==> config.mk <==
export PLATFORM = sky130hd
export DESIGN_NAME = uart_tx_frame
export DESIGN_NICKNAME = d
export VERILOG_FILES = /design/src/rtl/uart_pkg.sv /design/src/rtl/uart_tx_bit_timer.sv /design/src/rtl/uart_tx_frame.sv
export SDC_FILE = /design/constraint.sdc
export NUM_CORES = 1
export LEC_CHECK = 0
export CORE_ASPECT_RATIO = 1.25
export CORE_MARGIN = 3
export CORE_UTILIZATION = 50
export CTS_CLUSTER_DIAMETER = 200
export DETAILED_ROUTE_END_ITERATION = 10
export GPL_TIMING_DRIVEN = 0
export PLACE_DENSITY = 0.74
export SLEW_MARGIN = 20
export SYNTH_ARGS = -nofsm -noshare
export SYNTH_HDL_FRONTEND = slang
export SYNTH_SLANG_ARGS = --single-unit
==> constraint.sdc <==
create_clock -name i_clk -period 1.9 [get_ports i_clk]
set_input_delay 0.38 -clock i_clk [delete_from_list [all_inputs] [get_ports i_clk]]
set_output_delay 0.38 -clock i_clk [all_outputs]
set_load 0.01 [all_outputs]
==> src/rtl/uart_pkg.sv <==
// Shared UART definitions: FSM state encoding, legal oversampling ratios and parity codes.
// Used by both the TX and RX paths so that prescale handling stays identical on each side.
package uart_pkg;

  typedef enum logic [2:0] {
    ST_IDLE   = 3'd0,
    ST_START  = 3'd1,
    ST_DATA   = 3'd2,
    ST_PARITY = 3'd3,
    ST_STOP   = 3'd4
  } uart_state_e;

  localparam logic [5:0] PRESCALE_8       = 6'd8;
  localparam logic [5:0] PRESCALE_16      = 6'd16;
  localparam logic [5:0] PRESCALE_32      = 6'd32;
  localparam logic [5:0] PRESCALE_DEFAULT = PRESCALE_8;

  localparam logic PAR_EVEN = 1'b0;
  localparam logic PAR_ODD  = 1'b1;

  // Any ratio other than 8/16/32 falls back to the default.
  function automatic logic [5:0] legal_prescale(input logic [5:0] p);
    case (p)
      PRESCALE_8, PRESCALE_16, PRESCALE_32: return p;
      default:                              return PRESCALE_DEFAULT;
    endcase
  endfunction

endpackage

==> src/rtl/uart_tx_bit_timer.sv <==
// Bit-period timer: latches the effective prescale at frame acceptance and counts cycles within a bit.
// o_bit_done is high on the last cycle of every bit period while the frame is running.
module uart_tx_bit_timer
  import uart_pkg::*;
#(
  parameter int PRESCALE = 32
) (
  input  logic       i_clk,
  input  logic       i_rst,
  input  logic       i_load,
  input  logic       i_run,
  input  logic [5:0] i_prescale,
  output logic       o_bit_done
);

  localparam int CW = $clog2(PRESCALE);
  localparam logic [5:0] DEF_PM1 = PRESCALE_DEFAULT - 6'd1;

  logic [CW-1:0] r_cnt;
  logic [CW-1:0] r_pm1;
  logic [5:0]    w_p_legal;
  logic [5:0]    w_pm1_full;
  logic          w_bit_done;

  assign w_p_legal  = legal_prescale(i_prescale);
  assign w_pm1_full = w_p_legal - 6'd1;
  assign w_bit_done = i_run && (r_cnt == r_pm1);
  assign o_bit_done = w_bit_done;

  // Storing P-1 keeps the terminal count within the counter width even for P=32.
  always_ff @(posedge i_clk) begin
    if (i_rst) begin
      r_cnt <= '0;
      r_pm1 <= DEF_PM1[CW-1:0];
    end else if (i_load) begin
      r_cnt <= '0;
      r_pm1 <= w_pm1_full[CW-1:0];
    end else if (i_run) begin
      r_cnt <= w_bit_done ? '0 : r_cnt + CW'(1);
    end
  end

endmodule

==> src/rtl/uart_tx_frame.sv <==
// UART transmitter: start bit, DATA_WIDTH data bits LSB first, optional parity, one stop bit.
// Each bit lasts P oversampling cycles; requests arriving while busy are dropped, not queued.
module uart_tx_frame
  import uart_pkg::*;
#(
  parameter int PRESCALE   = 32,
  parameter int DATA_WIDTH = 8
) (
  input  logic                  i_clk,
  input  logic                  i_rst,
  input  logic [5:0]            i_prescale,
  input  logic [DATA_WIDTH-1:0] i_data,
  input  logic                  i_data_valid,
  input  logic                  i_par_en,
  input  logic                  i_par_typ,
  output logic                  o_tx_out,
  output logic                  o_busy
);

  localparam int BW = $clog2(DATA_WIDTH);
  localparam logic [BW-1:0] LAST_BIT = BW'(DATA_WIDTH - 1);

  uart_state_e           r_state;
  uart_state_e           w_state_next;
  logic [DATA_WIDTH-1:0] r_shift;
  logic [DATA_WIDTH-1:0] w_shift_next;
  logic [BW-1:0]         r_bit_cnt;
  logic [BW-1:0]         w_bit_cnt_next;
  logic                  r_par_en;
  logic                  r_par_bit;
  logic                  r_tx;
  logic                  r_busy;
  logic                  w_tx_next;
  logic                  w_accept;
  logic                  w_par_bit;
  logic                  w_run;
  logic                  w_bit_done;

  assign w_accept  = (r_state == ST_IDLE) && i_data_valid;
  assign w_par_bit = (i_par_typ == PAR_ODD) ? ~(^i_data) : (^i_data);
  assign w_run     = (r_state != ST_IDLE);

  uart_tx_bit_timer #(
    .PRESCALE (PRESCALE)
  ) u_bit_timer (
    .i_clk      (i_clk),
    .i_rst      (i_rst),
    .i_load     (w_accept),
    .i_run      (w_run),
    .i_prescale (i_prescale),
    .o_bit_done (w_bit_done)
  );

  always_ff @(posedge i_clk) begin
    if (i_rst) begin
      r_state <= ST_IDLE;
    end else begin
      r_state <= w_state_next;
    end
  end

  always_comb begin
    w_state_next   = r_state;
    w_shift_next   = r_shift;
    w_bit_cnt_next = r_bit_cnt;
    w_tx_next      = 1'b1;

    case (r_state)
      ST_IDLE: begin
        if (i_data_valid) begin
          w_state_next = ST_START;
          w_shift_next = i_data;
        end
      end
      ST_START: begin
        if (w_bit_done) begin
          w_state_next   = ST_DATA;
          w_bit_cnt_next = '0;
        end
      end
      ST_DATA: begin
        if (w_bit_done) begin
          w_shift_next = r_shift >> 1;
          if (r_bit_cnt == LAST_BIT) begin
            w_state_next = r_par_en ? ST_PARITY : ST_STOP;
          end else begin
            w_bit_cnt_next = r_bit_cnt + BW'(1);
          end
        end
      end
      ST_PARITY: begin
        if (w_bit_done) begin
          w_state_next = ST_STOP;
        end
      end
      ST_STOP: begin
        if (w_bit_done) begin
          w_state_next = ST_IDLE;
        end
      end
      default: begin
        w_state_next = ST_IDLE;
      end
    endcase

    // Line level is decided from the next state so the pin itself is a flop.
    case (w_state_next)
      ST_START:  w_tx_next = 1'b0;
      ST_DATA:   w_tx_next = w_shift_next[0];
      ST_PARITY: w_tx_next = r_par_bit;
      default:   w_tx_next = 1'b1;
    endcase
  end

  always_ff @(posedge i_clk) begin
    if (i_rst) begin
      r_shift   <= '0;
      r_bit_cnt <= '0;
      r_par_en  <= 1'b0;
      r_par_bit <= 1'b0;
      r_tx      <= 1'b1;
      r_busy    <= 1'b0;
    end else begin
      r_shift   <= w_shift_next;
      r_bit_cnt <= w_bit_cnt_next;
      r_tx      <= w_tx_next;
      r_busy    <= (w_state_next != ST_IDLE);
      if (w_accept) begin
        r_par_en  <= i_par_en;
        r_par_bit <= w_par_bit;
      end
    end
  end

  assign o_tx_out = r_tx;
  assign o_busy   = r_busy;

endmodule
* Word-level counts from Yosys, hierarchy flattened
Index checks and enable logic that the tools add are counted.
Word-level totals: output and inout port bits 2, word-level logic and storage cells 61, flip-flop bits (word level) 28
Operators by class: multiplexer cells 19, reductions and logical operators 12, eq/ne operators 16, bitwise logic cells 1, $add $sub $neg 3
Operator list (number):
- $mux 3 | 10
- $mux 8 | 2
- $pmux 8 s2 | 1
- $pmux 3 s5 | 1
- $eq 3x2->1 const B | 4
- $mux 5 | 2
- $reduce_xor 8->1 | 1
- $eq 3x1->1 const B | 2
- $eq 3x3->1 const B | 2
- $eq 6x4->1 const B | 1
- $eq 6x5->1 const B | 1
- $eq 6x6->1 const B | 1
- $pmux 3 s2 | 1
- $reduce_bool 3->1 | 2
- $add 5x1->5 const B | 1
- $eq 5x5->1 | 1
- $sub 5x1->5 const B | 1
- $ne 2x1->1 const B | 2
- $ne 2x2->1 const B | 2
- $reduce_and 4->1 | 1
- $reduce_bool 2->1 | 2
- $add 3x1->3 const B | 1
- $logic_not 3->1 | 1
- $pmux 1 s3 | 1
- other kinds (6) | 7

* Depth between registers and ports, before layout
Gate-level depths: netlist of run 1.
depth in word-level cells 6, depth in mapped cells 7, depth with buffers taken out 7

* Modules after synthesis
A second synthesis of run 1 with hierarchy kept.
Unflattened totals: cell total of the unflattened synthesis 160, area total of the unflattened synthesis 1497.7 µm²
By module, submodules not included:
- uart_tx_frame | area an instance 955.9 µm², instances 1, cells each 105, seq. area each 360.3 µm²
- uart_tx_bit_timer | area an instance 541.8 µm², instances 1, cells each 55, seq. area each 200.2 µm²

* Least setup slack after synthesis of run 1
No wires, ideal clock.
path type register -> register, start point register r_bit_cnt[0], end point register r_bit_cnt[0], stages on the path, launching flop included 8, period minus slack after synthesis 1.599 ns, data required time 1.829 ns, setup slack 0.301 ns, buffers on the path 0, data arrival time 1.528 ns, library setup time 0.071 ns, cell sequence dfxtp_1 -> ha_1 -> ha_1 -> nor2_1 -> mux2_2 -> nand4_2 -> or3_1 -> a21oi_1
Between the ends: cells in the longest elaborated chain, start to end 4, elaborated cells on any way between the ends 7
RTL lines:
- from (decl) | line uart_tx_frame.sv:27 | logic [BW-1:0] r_bit_cnt;
- from (signal assigned) | line uart_tx_frame.sv:125 | r_bit_cnt <= w_bit_cnt_next;
- $add 3x1->3 | line uart_tx_frame.sv:87 | w_bit_cnt_next = r_bit_cnt + BW'(1);
- $mux 3 | line uart_tx_frame.sv:84 | if (r_bit_cnt == LAST_BIT) begin
- $mux 3 | line uart_tx_frame.sv:82 | if (w_bit_done) begin
- $pmux 3 s2 | line uart_tx_frame.sv:68 | case (r_state)
Several ways; a longest one is shown, not always the timed one. The select of a mux whose other input is x is not followed. A chain may end at the register's enable or synchronous reset.

* Worst setup path in the final report of run 1
start point register r_bit_cnt[0], end point register r_bit_cnt[2]
Same word-level chain as after synthesis.

==> results.json, run 1 <==
{
  "layout_commonest_cell": "dfxtp_1",
  "ys_seq_elements": 28,
  "dp_hpwl_um": 2490,
  "post-place-ws_ps": -186,
  "layout_common_cells": "dfxtp_1 (28), clkdlybuf4s50_1 (20), nor2_1 (17)",
  "clk_latency_ps": 320,
  "vias_per_cell": 5.81,
  "hold_start": "r_bit_cnt[1]",
  "path_clk_slew_ps": 140,
  "crit_required_ps": 2160,
  "routabilityCongestion": 0.896,
  "ys_warn_count": 0,
  "yosysTopAreaCell": "dfxtp_1",
  "grt_pass1_vias": 1323,
  "hold_ws_ps": 472,
  "regArea_sq_um": 561,
  "synthTopCellsByArea": "dfxtp_1 (37%), xnor2_1 (6.3%), nor2_1 (4.4%), a22oi_1 (4.0%), nand2_1 (3.7%)",
  "rsz0062_at_grt": "false",
  "drc": 0,
  "startpoint": "r_bit_cnt[0]",
  "p_leak_nw": 0.627,
  "ir_drop_uv": 381,
  "timing.final.crit_share_pct": 94.4,
  "routed-via-count": 1324,
  "area_growth_pct": 20.1,
  "drtIter0Drc": 57,
  "ys_types": 45,
  "core_area_sq_um": 2790,
  "ant_nets": 0,
  "die_w_um": 55.3,
  "antenna_found_initial": 0,
  "nNetsFinal": 218,
  "grt_use_total_pct": 17.9,
  "cts_resized": 0,
  "fp-row-count": 21,
  "wl_per_cell_um": 14.0,
  "avgSynthCellArea_sq_um": 9.00,
  "cp_max_fo": 6,
  "clkSinkCount": 28,
  "critPathLaunchType": "flop",
  "fill_cells": 242,
  "cts_buffer_depth": 2,
  "drive_gt1_share_pct": 11.3,
  "stdcell_count": 228,
  "tightest_slew_ps": 541,
  "design_area_sq_um": 1830,
  "fin_ws_ps": 106,
  "finalSetupViolations": 0,
  "criticalPathCategory": "reg -> reg",
  "dp.cells": 224,
  "drv_cap": 0,
  "pin_count": 21,
  "r2r-start": "r_bit_cnt[0]",
  "cellPowerDensity_nw_per_um2": 623,
  "grt_pass1_wl_um": 5460,
  "synth_top_cell_area_share_pct": 36.9,
  "syn_inst": 169,
  "max_freq_ghz": 0.557,
  "grt_max_degree": 16,
  "start_util_pct": 54.6,
  "maxSlewHeadroom_pct": 64.0,
  "ctsHoldBuffers": 0,
  "arrival_ps": 2050,
  "fin_worst_skew_ps": 2.71,
  "h-tree-depth": 1,
  "die_h_um": 67.7,
  "globalRouteOverflowTotal": 0,
  "maxSlewViolCount": 0,
  "portBuffers": 20,
  "min_period_ps": 1790,
  "antenna_cells": 0,
  "hold_violations": 0,
  "status": "complete, no violations",
  "final_core_util_pct": 65.5,
  "wirelength_um": 3200,
  "yosysSeqAreaShare_pct": 36.9,
  "placed_area_sq_um": 1770,
  "cts_tree": "yes",
  "setup.worst_path.end_class": "flop",
  "multi_input_area_sq_um": 930,
  "holdCritPathClass": "reg -> reg",
  "die_area_sq_um": 3740,
  "cts_setup_buffers": 0,
  "netlist_area_sq_um": 1520,
  "cts_made_buffers": 3,
  "root_buffer": "clkbuf_4",
  "drt_first_pass_iters": 4
}
[final timing paths]
check	endpoint	slack [ps]	cells past startpoint
hold reg to reg	r_bit_cnt[1]	470	2
hold / removal	r_bit_cnt[1]	470	2
setup reg to reg	r_bit_cnt[2]	110	7
setup / recovery	r_bit_cnt[2]	110	7
[area by class of cell]
| type | instances | share of cell area [%] |
|---|---|---|
| repair buffers | 20 | 11.0 |
| plain buffers | 8 | 2.26 |
| well taps | 34 | 2.33 |
| inverters | 4 | 0.822 |
| clock buffers | 4 | 1.99 |
| flip-flops and latches | 28 | 30.7 |
| multi-input cells | 130 | 50.9 |
[synth_stat cells, drive strengths merged]
| cell | instances |
|---|---|
| nor2 | 19 |
| inv | 4 |
| a32o | 2 |
| conb | 1 |
| o22ai | 2 |
| a31o | 2 |
| a22oi | 8 |
| a31oi | 2 |
| xnor2 | 11 |
| a211oi | 2 |
| nor2b | 4 |
| a2111oi | 2 |
| o311ai | 1 |
| xor2 | 7 |
| o211ai | 2 |
| nand3 | 6 |
| a21oi | 8 |
| o31ai | 1 |
| ha | 4 |
| or4 | 1 |
| and2 | 2 |
| a32oi | 1 |
| nor3 | 3 |
| dfxtp | 28 |
| nand2 | 15 |
| nand4 | 3 |
| o21ai | 2 |
| or3 | 5 |
| buf | 3 |
| mux2 | 1 |
| o2bb2ai | 6 |
| clkbuf | 5 |
| a41oi | 2 |
| or2 | 2 |
| and4 | 1 |
| and3 | 1 |
[report_power, final]
part | internal, mW | switching [mW]
registers | 0.614 | 0.0186
clock network | 0.117 | 0.168
logic | 0.109 | 0.111
total | 0.840 | 0.297
[routing by layer]
layer  global-route usage (%)  vias to the layer above  wire length (um)
met3                     2.10                        4               107
met5                        0                        -                 0
met4                     7.29                        0                30
met2                     33.7                       29              1650
met1                     20.5                      629              1410
li1                         -                      662                 -
[state kept, by name, indices dropped and copies added, names as in the netlist]
register / cells
r_par_en: 1
u_bit_timer.r_pm1: 5
o_tx_out: 1
r_bit_cnt: 3
o_busy: 1
r_shift: 8
r_par_bit: 1
r_state: 3
u_bit_timer.r_cnt: 5
[cells by family (layout without fill, tap and decap cells)]
family / Yosys count / after routing / share of synthesized area (%)
compound gates: 43 / 43 / 23.2
xor+xnor: 18 / 18 / 10.9
fa+ha+maj: 4 / 4 / 3.29
buf+inv: 12 / 36 / 3.62
flops: 28 / 28 / 36.9
mux: 1 / 1 / 0.741
other cells: 1 / 2 / 0.247
simple gates: 62 / 62 / 21.2
[stage by stage]
stage          setup TNS (ps)  power (mW)
2_1_floorplan               0       0.782
3_3_place_gp            -1650       0.856
3_5_place_dp            -1720       0.861
4_1_cts                     0        1.15
5_1_grt                     0        1.20
6_report                    0        1.14
[critical path, stage by stage, from the launching register on]
cell and delay (ps):
dfxtp_1 360, ha_1 200, ha_1 220, nor2_1 90, mux2_2 180, nand4_4 130
or3_1 380, a21oi_1 160
(Power assumes the default switching activity.)
==> run 2, diff against run 1 <==
- PLACE_DENSITY: 0.74 -> default
- PLACE_DENSITY_LB_ADDON: default -> 0.15
- SKIP_LAST_GASP: default -> 1
==> run 2 against run 1 <==
Largest cell class unchanged; global-route usage is 0.77 points higher; wire length is 5.5% higher; sequential cell count stayed put.
==> results.json, run 2 (same netlist as run 1, synthesis figures left out) <==
{
  "use_met2_pct": 37.0,
  "p_leak_nw": 0.618,
  "stdcell_count": 226,
  "routed-via-count": 1349,
  "die_h_um": 67.7,
  "grt_pass1_wl_um": 5620,
  "regMostFlops": "r_shift",
  "portBuffers": 20,
  "cts_tree": "yes",
  "root_buffer": "clkbuf_4",
  "grt_util_met3_pct": 1.91,
  "rsz0062_at_grt": "true",
  "cp_max_fo": 10,
  "arrival_ps": 1980,
  "holdCritPathClass": "reg -> reg",
  "clk_latency_ps": 330,
  "drive_gt1_share_pct": 10.4,
  "grt_pass1_vias": 1303,
  "largest_register_ffs": 8,
  "start_util_pct": 54.6,
  "die_area_sq_um": 3740,
  "crit_required_ps": 2130,
  "fp-row-count": 21,
  "cellPowerDensity_nw_per_um2": 614,
  "cts_setup_buffers": 0,
  "die_w_um": 55.3,
  "fin_ws_ps": 143,
  "fill_cells": 274,
  "reg_top3": "r_shift (8), u_bit_timer.r_cnt (5), u_bit_timer.r_pm1 (5)",
  "drtIter0Drc": 50,
  "ctsHoldBuffers": 0,
  "drc": 0,
  "grtUsageMet1_pct": 20.2,
  "r2r_slack_ps": 150,
  "antenna_found_initial": 0,
  "globalRouteOverflowTotal": 0,
  "final_core_util_pct": 64.7,
  "finalSetupViolations": 0,
  "hold_violations": 0,
  "grt_max_degree": 15,
  "ir_drop_uv": 449,
  "placed_area_sq_um": 1770,
  "status": "complete, no violations",
  "cts_made_buffers": 3,
  "layout_common_cells": "dfxtp_1 (28), clkdlybuf4s50_1 (20), nor2_1 (17)",
  "layout_commonest_cell": "dfxtp_1",
  "vias_per_cell": 5.97,
  "wl_per_cell_um": 14.9,
  "maxSlewViolCount": 0,
  "min_period_ps": 1760,
  "critPathLaunchType": "input pin",
  "total_power_mw": 1.11,
  "fin_worst_skew_ps": 10.2,
  "clkSinkCount": 28,
  "drt_first_pass_iters": 4,
  "hold_ws_ps": 466,
  "timing.setup.tns_ps": 0,
  "path_clk_slew_ps": 160,
  "routabilityCongestion": 0.786,
  "grt.busiest_layer": "met2",
  "grt_use_total_pct": 18.7,
  "cts_buffer_depth": 2,
  "post-place-ws_ps": -225,
  "antenna_cells": 0,
  "pin_count": 21,
  "criticalPathCategory": "in -> reg",
  "h-tree-depth": 1,
  "cts_resized": 0,
  "core_area_sq_um": 2790,
  "timing.final.crit_share_pct": 92.5,
  "setup.worst_path.end_class": "flop",
  "max_freq_ghz": 0.569,
  "drv_cap": 0,
  "ant_nets": 0,
  "dp.cells": 224,
  "nNetsFinal": 217,
  "design_area_sq_um": 1800,
  "wirelength_um": 3380,
  "dp_hpwl_um": 2570,
  "area_growth_pct": 18.6
}
==> run 2: cell types whose count changed in the layout (fill, tap and decap cells not counted), sizes merged <==
cell | previous run | this run
clkbuf | 9 | 7
==> run 2: report_power, final <==
group	internal (mW)	total, mW	switching [mW]
clock network	0.0746	0.253	0.178
registers	0.614	0.633	0.0189
logic	0.108	0.220	0.112
==> run 2: per-layer routing <==
metal / up-vias / share of wire [%]
li1: 667 / -
met1: 638 / 42
met2: 41 / 53
met3: 3 / 4.1
met4: 0 / 0.65
met5: - / 0
==> run 2: cell type report <==
type	instances	area (sq um)	area share, %
Timing Repair Buffer	20	200	11.1
Buffer	7	37.5	2.08
Sequential cell	28	561	31.1
Clock buffer	3	22.5	1.25
Inverter	4	15.0	0.833
Multi-Input combinational cell	130	925	51.3
Tap cell	34	42.5	2.36
==> run 2: worst paths after layout <==
path,from,end,depth (start not counted)
worst min-delay path,r_bit_cnt[1],r_bit_cnt[1],2
worst max-delay path,i_rst,r_state[2],4
worst max register to register,r_bit_cnt[0],r_bit_cnt[2],7
worst min register to register,r_bit_cnt[1],r_bit_cnt[1],2
==> run 2: worst max-delay path, stage by stage <==
cell and delay [ps]:
clkdlybuf4s50_1 600, clkbuf_1 430, clkbuf_1 450, nor2_1 110
